**src/rtl/hazard_ctrl_if.sv**
```systemverilog
// Pipeline-side condition inputs and per-register stall/flush controls for hazard_ctrl.
// The pipeline side uses the master modport; the controller uses the slave modport.
interface hazard_ctrl_if;
    logic       icache_busy;
    logic       dcache_busy;
    logic       rob_full;
    logic       freelist_empty;
    logic       iq_full;
    logic       branch_redirect;
    logic       exception_valid;
    logic       stallF, stallD, stallR, stallI, stallE, stallC;
    logic       flushF, flushD, flushR, flushI, flushE, flushC;
    logic       redirect_ack;
    logic       redirect_is_exc;
    logic       busy;
    logic [1:0] dbg_state;

    // Level signals, no handshake: conditions are sampled every cycle and the
    // controls are valid in the same cycle; redirect_ack is a single-cycle pulse.
    modport master (
        output icache_busy, dcache_busy, rob_full, freelist_empty, iq_full,
               branch_redirect, exception_valid,
        input  stallF, stallD, stallR, stallI, stallE, stallC,
               flushF, flushD, flushR, flushI, flushE, flushC,
               redirect_ack, redirect_is_exc, busy, dbg_state
    );

    modport slave (
        input  icache_busy, dcache_busy, rob_full, freelist_empty, iq_full,
               branch_redirect, exception_valid,
        output stallF, stallD, stallR, stallI, stallE, stallC,
               flushF, flushD, flushR, flushI, flushE, flushC,
               redirect_ack, redirect_is_exc, busy, dbg_state
    );
endinterface

```
**src/rtl/hazard_ctrl.sv**
```systemverilog
// Stall/flush sequencer for the F-D-R-I-E-C pipeline registers with redirect recovery.
// Optional performance counters are enabled by defining HAZARD_PERF_EN.
module hazard_ctrl #(
    parameter int RECOVER_CYCLES = 2,
    parameter int CNT_W          = 4
) (
    input  logic         clk,
    input  logic         resetn,
    hazard_ctrl_if.slave hz
`ifdef HAZARD_PERF_EN
    ,
    output logic [31:0]  perf_stall_cycles,
    output logic [31:0]  perf_redirects
`endif
);
    typedef enum logic [1:0] {
        RUN      = 2'd0,
        WAIT_MEM = 2'd1,
        FLUSH    = 2'd2,
        RECOVER  = 2'd3
    } state_t;

    localparam logic [CNT_W-1:0] RELOAD = CNT_W'(RECOVER_CYCLES);

    // Vector bit order is F,D,R,I,E,C from MSB to LSB.
    localparam logic [5:0] ST_TO_E = 6'b111110;
    localparam logic [5:0] ST_TO_R = 6'b111000;
    localparam logic [5:0] ST_F    = 6'b100000;
    localparam logic [5:0] FL_C    = 6'b000001;
    localparam logic [5:0] FL_I    = 6'b000100;
    localparam logic [5:0] FL_D    = 6'b010000;
    localparam logic [5:0] FL_ALL  = 6'b111111;

    state_t           state, state_n;
    logic [CNT_W-1:0] cnt, cnt_n;
    logic             is_exc, is_exc_n;
    logic [5:0]       stall, flush;
    logic             ack;
    logic             redirect;

    assign redirect = hz.branch_redirect | hz.exception_valid;

    always_ff @(posedge clk) begin
        if (!resetn) begin
            state  <= RUN;
            cnt    <= '0;
            is_exc <= 1'b0;
        end else begin
            state  <= state_n;
            cnt    <= cnt_n;
            is_exc <= is_exc_n;
        end
    end

    always_comb begin
        state_n  = state;
        cnt_n    = cnt;
        is_exc_n = is_exc;
        stall    = '0;
        flush    = '0;
        ack      = 1'b0;
        case (state)
            RUN: begin
                // Deepest blocked stage wins; the stage behind it gets a bubble.
                if (hz.dcache_busy) begin
                    stall = ST_TO_E;
                    flush = FL_C;
                end else if (hz.rob_full | hz.freelist_empty | hz.iq_full) begin
                    stall = ST_TO_R;
                    flush = FL_I;
                end else if (hz.icache_busy) begin
                    stall = ST_F;
                    flush = FL_D;
                end
                if (redirect) begin
                    is_exc_n = hz.exception_valid;
                    state_n  = hz.dcache_busy ? WAIT_MEM : FLUSH;
                end
            end
            WAIT_MEM: begin
                stall = ST_TO_E;
                flush = FL_C;
                if (hz.exception_valid) is_exc_n = 1'b1;
                if (!hz.dcache_busy)    state_n  = FLUSH;
            end
            FLUSH: begin
                flush   = FL_ALL;
                ack     = 1'b1;
                cnt_n   = RELOAD;
                state_n = RECOVER;
            end
            RECOVER: begin
                stall = ST_TO_R;
                flush = FL_I;
                if (redirect) begin
                    is_exc_n = hz.exception_valid;
                    state_n  = FLUSH;
                end else begin
                    cnt_n = cnt - CNT_W'(1);
                    if (cnt <= CNT_W'(1)) state_n = RUN;
                end
            end
            default: state_n = RUN;
        endcase
        if (!resetn) begin
            stall = '0;
            flush = FL_ALL;
            ack   = 1'b0;
        end
    end

    assign {hz.stallF, hz.stallD, hz.stallR, hz.stallI, hz.stallE, hz.stallC} = stall;
    assign {hz.flushF, hz.flushD, hz.flushR, hz.flushI, hz.flushE, hz.flushC} = flush;
    assign hz.redirect_ack    = ack;
    assign hz.redirect_is_exc = is_exc;
    assign hz.busy            = resetn & (state != RUN);
    assign hz.dbg_state       = state;

`ifdef HAZARD_PERF_EN
    always_ff @(posedge clk) begin
        if (!resetn) begin
            perf_stall_cycles <= '0;
            perf_redirects    <= '0;
        end else begin
            if (stall[5]) perf_stall_cycles <= perf_stall_cycles + 32'd1;
            if (ack)      perf_redirects    <= perf_redirects + 32'd1;
        end
    end
`endif
endmodule

```
**src/flat_wrapper.sv**
```systemverilog
// flat-port wrapper written by rule: the top's interface ports become plain ports
module hazard_ctrl_flat 
#(
    parameter int RECOVER_CYCLES = 2,
    parameter int CNT_W          = 4
)
  (clk, resetn, hz_icache_busy, hz_dcache_busy, hz_rob_full, hz_freelist_empty, hz_iq_full, hz_branch_redirect, hz_exception_valid, hz_stallF, hz_stallD, hz_stallR, hz_stallI, hz_stallE, hz_stallC, hz_flushF, hz_flushD, hz_flushR, hz_flushI, hz_flushE, hz_flushC, hz_redirect_ack, hz_redirect_is_exc, hz_busy, hz_dbg_state);
  hazard_ctrl_if hz_i ();
  input  logic clk;
  input  logic resetn;
  input wire logic [$bits(hz_i.icache_busy)-1:0] hz_icache_busy;
  input wire logic [$bits(hz_i.dcache_busy)-1:0] hz_dcache_busy;
  input wire logic [$bits(hz_i.rob_full)-1:0] hz_rob_full;
  input wire logic [$bits(hz_i.freelist_empty)-1:0] hz_freelist_empty;
  input wire logic [$bits(hz_i.iq_full)-1:0] hz_iq_full;
  input wire logic [$bits(hz_i.branch_redirect)-1:0] hz_branch_redirect;
  input wire logic [$bits(hz_i.exception_valid)-1:0] hz_exception_valid;
  output wire logic [$bits(hz_i.stallF)-1:0] hz_stallF;
  output wire logic [$bits(hz_i.stallD)-1:0] hz_stallD;
  output wire logic [$bits(hz_i.stallR)-1:0] hz_stallR;
  output wire logic [$bits(hz_i.stallI)-1:0] hz_stallI;
  output wire logic [$bits(hz_i.stallE)-1:0] hz_stallE;
  output wire logic [$bits(hz_i.stallC)-1:0] hz_stallC;
  output wire logic [$bits(hz_i.flushF)-1:0] hz_flushF;
  output wire logic [$bits(hz_i.flushD)-1:0] hz_flushD;
  output wire logic [$bits(hz_i.flushR)-1:0] hz_flushR;
  output wire logic [$bits(hz_i.flushI)-1:0] hz_flushI;
  output wire logic [$bits(hz_i.flushE)-1:0] hz_flushE;
  output wire logic [$bits(hz_i.flushC)-1:0] hz_flushC;
  output wire logic [$bits(hz_i.redirect_ack)-1:0] hz_redirect_ack;
  output wire logic [$bits(hz_i.redirect_is_exc)-1:0] hz_redirect_is_exc;
  output wire logic [$bits(hz_i.busy)-1:0] hz_busy;
  output wire logic [$bits(hz_i.dbg_state)-1:0] hz_dbg_state;
  assign hz_i.icache_busy = hz_icache_busy;
  assign hz_i.dcache_busy = hz_dcache_busy;
  assign hz_i.rob_full = hz_rob_full;
  assign hz_i.freelist_empty = hz_freelist_empty;
  assign hz_i.iq_full = hz_iq_full;
  assign hz_i.branch_redirect = hz_branch_redirect;
  assign hz_i.exception_valid = hz_exception_valid;
  assign hz_stallF = hz_i.stallF;
  assign hz_stallD = hz_i.stallD;
  assign hz_stallR = hz_i.stallR;
  assign hz_stallI = hz_i.stallI;
  assign hz_stallE = hz_i.stallE;
  assign hz_stallC = hz_i.stallC;
  assign hz_flushF = hz_i.flushF;
  assign hz_flushD = hz_i.flushD;
  assign hz_flushR = hz_i.flushR;
  assign hz_flushI = hz_i.flushI;
  assign hz_flushE = hz_i.flushE;
  assign hz_flushC = hz_i.flushC;
  assign hz_redirect_ack = hz_i.redirect_ack;
  assign hz_redirect_is_exc = hz_i.redirect_is_exc;
  assign hz_busy = hz_i.busy;
  assign hz_dbg_state = hz_i.dbg_state;
  hazard_ctrl #(.RECOVER_CYCLES(RECOVER_CYCLES), .CNT_W(CNT_W)) u_core (.clk(clk), .resetn(resetn), .hz(hz_i));
endmodule
```
**config.mk**
```make
export PLATFORM = sky130hd
export DESIGN_NAME = hazard_ctrl_flat
export DESIGN_NICKNAME = d
export VERILOG_FILES = /design/src/rtl/hazard_ctrl_if.sv /design/src/rtl/hazard_ctrl.sv /design/src/flat_wrapper.sv
export SDC_FILE = /design/constraint.sdc
export NUM_CORES = 1
export LEC_CHECK = 0
export CORE_MARGIN = 5
export CORE_UTILIZATION = 43
export CTS_CLUSTER_SIZE = 12
export DETAILED_ROUTE_END_ITERATION = 10
export GPL_TIMING_DRIVEN = 1
export PLACE_DENSITY = 0.84
export SETUP_SLACK_MARGIN = 0.3
export SLEW_MARGIN = 20
export SYNTH_ARGS = -nofsm -noshare
export SYNTH_HDL_FRONTEND = slang
export SYNTH_SLANG_ARGS = --single-unit
```
**constraint.sdc**
```tcl
create_clock -name clk -period 4.9 [get_ports clk]
set_clock_uncertainty 0.1 [all_clocks]
set_input_delay 1.225 -clock clk [delete_from_list [all_inputs] [get_ports clk]]
set_output_delay 1.225 -clock clk [all_outputs]
set_load 0.005 [all_outputs]
```
==> flow_metrics.py <==
metrics = {
    "setup_path": {
        "r2r_setup_slack_ns": 3.11,
        "cp-start-kind": "input pin",
        "arrival_ns": 2.89,
        "worstSetupEndpointType": "output port",
        "slowest_delay_ns": 0.47,
        "critical_path.top_delay_family": "buffers and inverters",
        "critPathSlowestCell": "clkdlybuf4s50_1",
        "rr_endpoint": "u_core.hz.dbg_state[0]",
        "crit_buf_inv": 2,
        "cp_common_cell": "clkdlybuf4s50_1",
        "cp_cell_sequence": "clkdlybuf4s50_1, o41a_1, nor3_1, a21oi_1, clkdlybuf4s50_1",
        "crit_path_max_fanout": 4,
        "reg2reg_from": "u_core.hz.dbg_state[0]",
        "crit_type": "input pin to output port",
        "required_ns": 3.58,
        "reg2reg_depth": 4,
    },
    "drt": {
        "vias": 636,
        "drc": 0,
        "drt-vias-per-instance": 5.53,
        "wirelength_um": 1460,
        "firstDrtPassIters": 4,
        "drtIter0Drc": 15,
        "post_drt_wl_per_cell_um": 12.7,
        "postRouteAntennaNets": 0,
    },
    "final_layout": {
        "drive_gt1_frac": 0.0500,
        "fin_cells": 115,
        "area_delta_synth_final_pct": 40.1,
        "n_antenna_cell": 0,
        "n_fill_cell": 128,
        "final_core_util": 0.637,
        "nets": 116,
    },
    "pwr": {
        "combPwrFrac": 0.658,
        "p_seq_frac": 0.214,
        "clockPowerShare": 0.128,
        "cellLeakagePower_nw": 0.360,
        "p_sw_uw": 156,
        "swShare": 0.384,
        "peakVddDrop_mv": 0.315,
        "p_int_uw": 250,
        "power_density_nw_per_um2": 484,
    },
    "clock_network": {
        "clock_sinks": 7,
        "hold_buffers": 0,
        "clkTransAtPathRegs_ns": 0.05,
        "ctsResizeCount": 0,
        "cts_tree": "done",
        "numCtsBuffers": 3,
        "cts_setup_buffers": 0,
        "cts_root_buf": "clkbuf_4",
        "clk_path_buf_depth": 2,
        "h-tree-depth": 1,
        "clk_latency_ns": 0.25,
    },
    "hold_path": {
        "hold_path_end": "u_core.hz.dbg_state[1]",
        "min_delay_path_depth": 2,
        "min_path_type": "flip-flop to flip-flop",
        "min_from": "u_core.hz.dbg_state[1]",
    },
    "floorplanning": {
        "dieArea_um2": 2240,
        "die_h_um": 47.3,
        "core_um2": 1320,
        "start_util": 0.455,
        "fp-row-count": 13,
        "io_pins": 26,
        "fp.dieW_um": 47.3,
    },
    "placement": {
        "pre_cts_ws_ns": 0.684,
        "gp_congestion": 0.853,
        "port_buffers": 24,
        "dp_cells": 111,
        "hpwlAfterDp_um": 1180,
    },
    "logic_synthesis": {
        "synthesis.area_um2": 599,
        "synth_fp_nets": 94,
        "yosysTopAreaCell": "dfxtp_1",
        "ys_top_cells_by_area": "dfxtp_1 (23%), ha_1 (13%), nand2_1 (6.9%), o21ai_0 (6.7%), buf_4 (6.3%)",
        "yosysTopAreaCellShare": 0.234,
        "syn_avg_cell_area_um2": 7.59,
        "synth_top_flop_cell": "dfxtp_1",
        "synth_edf_count": 0,
        "ys_seq_area_frac": 0.234,
        "syn_inst": 79,
        "synth-async-reset-ratio": 0,
        "ys.warnings.count": 0,
        "synth.distinct_cells": 25,
        "ys_seq_elements": 7,
    },
    "grt": {
        "grt_pass1_wl_um": 2420,
        "grt.total_usage": 0.149,
        "antenna_found_initial": 0,
        "grt_overflow": 0,
        "grt_max_degree": 15,
        "grt_pass1_vias": 593,
    },
    "outcome": {
        "outcome": "finished clean",
    },
    "timing": {
        "worstMarginPinSlew_ns": 0.521,
        "min_period_ns": 4.22,
        "slew_headroom": 0.653,
        "fin_tns_setup_ns": 0,
        "finalSetupViolations": 0,
        "rsz0062_at_grt": "no",
        "setup_ws_ns": 0.684,
        "fmax_mhz": 237,
        "hold_viol_final": 0,
        "drv_slew": 0,
        "fin_crit_sh": 0.860,
    },
    "job": {
        "maxCapViolCount": 0,
    },
}
[worst max path at each step]
stage                               from   endpoint  slack, ns  cells after the start
after floorplan           hz_dcache_busy  hz_stallR       1.54                      4
after detailed placement  hz_dcache_busy  hz_stallF       0.68                      5
after CTS                 hz_dcache_busy  hz_stallF       0.68                      5
after global routing              resetn  hz_stallE       0.52                      4
final                     hz_dcache_busy  hz_stallF       0.68                      5
after global placement    hz_dcache_busy  hz_stallF       0.67                      5
[logic make-up (layout without fill, tap and decap cells)]
kind of cell               Yosys count  count (layout)  share of synthesized area
other                                1               1                    0.00626
AOI/OAI and AO/OA                   22              22                      0.244
and+or+nand+nor                     26              26                      0.219
buffers and inverters               14              35                      0.119
muxes                                3               3                     0.0522
adders and majority gates            6               6                      0.125
DFF                                  7               7                      0.234
[metrics by stage]
stage | power [mW] | hold slack, ns | cell area [um^2]
final | 0.407 | 0.427 | 840
after global placement | 0.354 | 0.412 | 813
after global routing | 0.446 | 0.458 | 840
after CTS | 0.411 | 0.432 | 840
after detailed placement | 0.358 | 0.413 | 813
after floorplan | 0.241 | 0.394 | 599
[synth_stat cells (2+ instances only)]
| cell type | instances |
|---|---|
| nand2_1 | 11 |
| o21ai_0 | 8 |
| dfxtp_1 | 7 |
| inv_1 | 7 |
| ha_1 | 6 |
| a21oi_1 | 5 |
| buf_4 | 5 |
| nor2_1 | 5 |
| nor3_1 | 3 |
| and2_1 | 2 |
| clkbuf_1 | 2 |
| mux2i_1 | 2 |
| nor2b_1 | 2 |
| o211a_1 | 2 |
| o21a_1 | 2 |
[worst reg2reg max path: stages, from the launching register on]
cell and delay [ns]:
dfxtp_1 0.34, ha_1 0.31, nor3b_4 0.21, a222oi_1 0.48
mux2i_1 0.26
[cell type report]
class                   count  area, um^2  share of cell area
multi-input cells          58         388               0.462
clock buffers               4        26.3              0.0313
well taps                  15        18.8              0.0224
inverters                   7        26.3              0.0313
repair buffers             24         240               0.286
flip-flops and latches      7         140               0.167
[power by group through the flow]
| stage | logic [mW] | clock network, mW | registers, mW |
|---|---|---|---|
| floorplan | 0.154 | 0 | 0.0865 |
| global placement | 0.266 | 0 | 0.0877 |
| detailed placement | 0.270 | 0 | 0.0882 |
| CTS | 0.272 | 0.0526 | 0.0873 |
| global route | 0.299 | 0.0569 | 0.0903 |
| finish | 0.267 | 0.0521 | 0.0870 |
[metal layers]
layer  vias up  GRT usage  part of all wire
li1        312          -                 -
met2        22      0.251              0.49
met4         0     0.0497            0.0041
met3         2     0.0230             0.070
met1       300      0.190              0.44
met5         -          0                 0
[sequential cells by signal, summed over array words and instances, names as in the netlist]
register / flops
u_core.hz.dbg_state: 2
u_core.hz.redirect_is_exc: 1
u_core.cnt: 4
[cells in the final DEF (no fill, tap or decap), types with 2 or more instances in the layout]
cell type / instances
a21oi_1: 5
nor2b_1: 2
nor2_1: 5
mux2i_1: 2
o211a_1: 2
ha_1: 6
and2_1: 2
nor3_1: 3
dfxtp_1: 7
inv_1: 7
nand2_1: 11
clkdlybuf4s50_1: 24
o21ai_0: 8
clkbuf_4: 3
o21a_1: 2
Power figures use the tool's default switching activity.
